==> src/rtl/spi_cmd_gen.sv <==
// Button conditioning (sync, debounce, press detect) plus the command FSM that
// issues one valid/ready transmit request per button_1 press.
module spi_cmd_gen #(
  parameter int unsigned P_DATA_WIDTH = 8,
  parameter int unsigned P_DB_CYCLES  = 1_000_000
) (
  input  logic                    clk_100,
  input  logic                    s_rst,
  input  logic                    button_0,
  input  logic                    button_1,
  input  logic                    tx_ready,
  input  logic                    spi_done,
  output logic                    tx_valid,
  output logic [P_DATA_WIDTH-1:0] tx_data,
  output logic [P_DATA_WIDTH-1:0] data_cnt,
  output logic                    cmd_busy,
  output logic                    req_dropped
);

  localparam int unsigned DB_W = $clog2(P_DB_CYCLES + 1);
  localparam logic [DB_W-1:0] DB_LAST = DB_W'(P_DB_CYCLES - 1);

  typedef enum logic [1:0] {
    IDLE      = 2'd0,
    REQ       = 2'd1,
    WAIT_DONE = 2'd2
  } state_t;

  // Bit 0 carries button_0, bit 1 carries button_1.
  logic [1:0]      raw;
  logic [1:0]      sync_q1;
  logic [1:0]      sync_q2;
  logic [1:0]      db_level;
  logic [1:0]      db_prev;
  logic [1:0]      press;
  logic [DB_W-1:0] db_cnt [2];

  state_t                  state;
  state_t                  state_d;
  logic                    tx_valid_d;
  logic                    cmd_busy_d;
  logic                    req_dropped_d;
  logic [P_DATA_WIDTH-1:0] tx_data_d;
  logic [P_DATA_WIDTH-1:0] data_cnt_d;

  assign raw = {button_1, button_0};

  // Synchroniser and debounce: a new level is accepted after it has been stable long enough.
  always_ff @(posedge clk_100) begin
    if (s_rst) begin
      sync_q1  <= '0;
      sync_q2  <= '0;
      db_level <= '0;
      db_prev  <= '0;
      for (int i = 0; i < 2; i++) begin
        db_cnt[i] <= '0;
      end
    end else begin
      sync_q1 <= raw;
      sync_q2 <= sync_q1;
      db_prev <= db_level;
      for (int i = 0; i < 2; i++) begin
        if (sync_q2[i] == db_level[i]) begin
          db_cnt[i] <= '0;
        end else if (db_cnt[i] == DB_LAST) begin
          db_level[i] <= sync_q2[i];
          db_cnt[i]   <= '0;
        end else begin
          db_cnt[i] <= db_cnt[i] + DB_W'(1);
        end
      end
    end
  end

  // One-cycle pulse on a debounced rising edge; releases produce nothing.
  assign press = db_level & ~db_prev;

  // Next-state and next-output logic.
  always_comb begin
    state_d       = state;
    tx_data_d     = tx_data;
    req_dropped_d = req_dropped;
    data_cnt_d    = data_cnt;

    if (press[0]) begin
      data_cnt_d = data_cnt + P_DATA_WIDTH'(1);
    end

    case (state)
      IDLE: begin
        if (press[1]) begin
          tx_data_d = data_cnt;
          state_d   = REQ;
        end
      end
      REQ: begin
        if (tx_ready) begin
          state_d = WAIT_DONE;
        end
      end
      WAIT_DONE: begin
        if (spi_done) begin
          state_d = IDLE;
        end
      end
      default: state_d = IDLE;
    endcase

    // Requests while busy are not queued, only flagged.
    if (press[1] && (state != IDLE)) begin
      req_dropped_d = 1'b1;
    end

    tx_valid_d = (state_d == REQ);
    cmd_busy_d = (state_d != IDLE);
  end

  // State and registered outputs.
  always_ff @(posedge clk_100) begin
    if (s_rst) begin
      state       <= IDLE;
      tx_valid    <= 1'b0;
      tx_data     <= '0;
      data_cnt    <= '0;
      cmd_busy    <= 1'b0;
      req_dropped <= 1'b0;
    end else begin
      state       <= state_d;
      tx_valid    <= tx_valid_d;
      tx_data     <= tx_data_d;
      data_cnt    <= data_cnt_d;
      cmd_busy    <= cmd_busy_d;
      req_dropped <= req_dropped_d;
    end
  end

endmodule

==> config.mk <==
export PLATFORM = sky130hd
export DESIGN_NAME = spi_cmd_gen
export DESIGN_NICKNAME = d
export VERILOG_FILES = /design/src/rtl/spi_cmd_gen.sv
export SDC_FILE = /design/constraint.sdc
export NUM_CORES = 1
export LEC_CHECK = 0
export ABC_AREA = 1
export BUFFER_PORTS_ARGS = -buffer_cell sky130_fd_sc_hd__buf_2
export CAP_MARGIN = 25
export CELL_PAD_IN_SITES_DETAIL_PLACEMENT = 0
export CELL_PAD_IN_SITES_GLOBAL_PLACEMENT = 1
export CORE_MARGIN = 3
export CORE_UTILIZATION = 29
export CTS_CLUSTER_SIZE = 25
export DETAILED_ROUTE_END_ITERATION = 7
export PLACE_DENSITY = 0.61
export SLEW_MARGIN = 20
export SYNTH_ARGS = -nofsm -noshare
export SYNTH_HDL_FRONTEND = slang
export SYNTH_SLANG_ARGS = --single-unit
==> constraint.sdc <==
create_clock -name clk_100 -period 1.8 [get_ports clk_100]
set_input_delay 0.27 -clock clk_100 [delete_from_list [all_inputs] [get_ports clk_100]]
set_output_delay 0.27 -clock clk_100 [all_outputs]
set_load 0.02 [all_outputs]
==> qor.csv <==
stage,metric,value,unit
yosys,synthAdderAreaFrac,0.01045,
timing,fmax,615.2,MHz
floorplan,core-area,12060,µm²
timing,finalSetupViolCount,0,
timing,worst_slack,174.5,ps
global_route,grt_max_degree,21,
outcome,status,"complete, no violations",
yosys,synth_top_family_by_area,simple AND/OR/NAND/NOR gates,
clock_network,clockBufferDepth,2,
yosys,synth-edff-count,40,
floorplan,die_h,117.3,µm
yosys,synth_warnings,0,
setup_path,worst_setup_path_end_kind,flip-flop,
clock_network,cts_tree,built,
finish,drive_gt1_frac,0.1018,
setup_path,path_max_fanout,15,
global_route,gr-total-overflow,0,
job,maxCapViolCount,0,
clock_network,ctsHtreeMaxLevel,3,
clock_network,cts.clk_slew.worst_paths,60,ps
place,portBuffers,24,
yosys,ys_seq_area_frac,0.4962,
floorplan,ioPinCount,25,
routing,routed-wl-met2,3.278,mm
floorplan,die-area,13750,µm²
power_and_ir_drop,peakVddDrop,439.0,µV
floorplan,start_util,0.2977,
clock_network,insertion_delay,330,ps
finish,final_cell_mix,"nand2_1, nor2_1, inv_1",
setup_path,critPathRequiredTime,1880,ps
clock_network,hold_buffers,0,
finish,area_growth,21.60,%
clock_network,cts_resized,0,
setup_path,crit_arrival,1710,ps
place,place_ws,67.80,ps
setup_path,reg2reg_setup_slack,170,ps
finish,fill_cells,1291,
finish,antennaDiodeCount,0,
yosys,netlist_area,3591,µm²
global_route,grt_pass1_wl,12.36,mm
clock_network,numCtsBuffers,9,
timing,rsz0062_at_grt,false,
global_route,track_usage,0.1159,
floorplan,dieWidth,117.3,µm
yosys,ys.flop_type,edfxtp_1,
finish,fin_nets,554,
yosys,synth_mux_area_frac,0,
clock_network,clockRootBuffer,clkbuf_16,
timing,drv_slew,0,
routing,routed_wl,7.456,mm
global_route,antenna_found_initial,0,
place,place.gp.congestion,0.7559,
floorplan,std_cell_rows,40,
yosys,ys_ff_latch,69,
yosys,synth.avg_cell_area,7.640,µm²
yosys,synth_compound_area_frac,0.05714,
routing,met3RoutedLength,167,µm
routing,via_per_inst,4.047,
timing,period_needed,1625,ps
timing,hold_viol,0,
timing,whs,152.3,ps
yosys,ys_types,27,
yosys,async_flop_share,0,
routing,drt_iter0_markers,143,
yosys,synthSimpleGateAreaFrac,0.3014,
finish,fin_util,0.3620,
routing,top_layer,met4,
clock_network,cts.sinks,69,
routing,drc,0,
routing,dr.pass1.iters,4,
setup_path,crit_type,reg -> reg,
routing,vias,2906,
setup_path,start_kind,flip-flop,
timing,min_period_over_period,0.9030,
global_route,grt_pass1_vias,2709,
timing,tns,0,ps
yosys,netlist_instances,470,
place,dp.final_hpwl,5.537,mm
timing,fin_skew,8.687,ps
power_and_ir_drop,power_density,799.3,nW/µm²
routing,wl_per_cell,10.38,µm
routing,ant_nets,0,
routing,met1_length,3.821,mm
clock_network,cts_setup_buffers,0,
worst_hold_path,min_path_type,in -> reg,
yosys,yosys.area_share.xor_xnor,0.05122,
power_and_ir_drop,p_leak,1.859,nW
final cells by class:
cell class,count,area [µm²],share of cell area
Timing Repair Buffer,31,185.2,0.04241
Multi-Input combinational cell,366,1669,0.3822
Inverter,68,260.3,0.05960
Clock inverter,5,27.53,0.006304
Sequential cell,69,1782,0.4080
Tap cell,168,210.2,0.04814
Clock buffer,11,232.7,0.05330
worst max-delay path, stage by stage, from the launching register on:
cell and delay, ps:
edfxtp_1 380, ha_1 200, nand2_1 90, nor2_4 150
nand3_2 110, nor2_4 140, nor2_4 90, inv_6 140
nor2_1 70
power by group:
part / leakage, nW / internal, W / switching [W]
combinational: 1.08 / 0.0000485 / 0.0000878
sequential: 0.647 / 0.00171 / 0.0000407
clock: 0.134 / 0.000927 / 0.000675
total: 1.86 / 0.00269 / 0.000803
cell families after synthesis:
| group | after synthesis |
|---|---|
| fa+ha+maj | 3 |
| buf+inv | 74 |
| compound gates | 40 |
| other cells | 1 |
| xor+xnor | 21 |
| flops | 69 |
| simple gates | 262 |
state kept, by name (all words and copies together), names as in the netlist:
register and count:
tx_valid 1, state 2, data_cnt 8, db_level 2, req_dropped 1, db_prev 2, tx_data 8, db_cnt 40
sync_q1 2, sync_q2 2, cmd_busy 1
cells in the mapped netlist, drive strengths merged, types with 2 or more instances:
master	n	area, µm²
nor2	116	462.9
nand2	110	412.9
inv	68	257.8
edfxtp	40	1201
dfxtp	29	580.6
nand3	25	130.1
a21oi	23	115.1
o21ai	15	75.07
xor2	12	105.1
xnor2	9	78.83
nand4	6	37.54
buf	4	31.27
ha	3	37.54
nor3	3	25.02
clkbuf	2	7.510
path summary, 6_finish.rpt:
path         depth (start not counted)                           to                  startpoint
max                                  8  db_cnt[0][12]$_SDFFCE_PN0P_  db_cnt[0][0]$_SDFFCE_PN0P_
min                                  3        sync_q1[1]$_SDFF_PP0_                    button_1
max reg2reg                          8  db_cnt[0][12]$_SDFFCE_PN0P_  db_cnt[0][0]$_SDFFCE_PN0P_
min reg2reg                          2        sync_q2[1]$_SDFF_PP0_       sync_q1[1]$_SDFF_PP0_
through the flow:
| step | instance area [µm²] | std cells | power, W |
|---|---|---|---|
| floorplan | 3737 | 509 | 0.001876 |
| global placement | 4094 | 702 | 0.001920 |
| detailed placement | 4094 | 702 | 0.001920 |
| CTS | 4354 | 718 | 0.003554 |
| global route | 4367 | 718 | 0.003635 |
| finish | 4367 | 718 | 0.003490 |
metal layers:
layer	up-vias	track usage
met2	30	0.1731
li1	1585	-
met5	-	0
met3	12	0.02211
met4	0	0.06422
met1	1279	0.1572
Note: power is estimated with default switching activity, not from simulation.
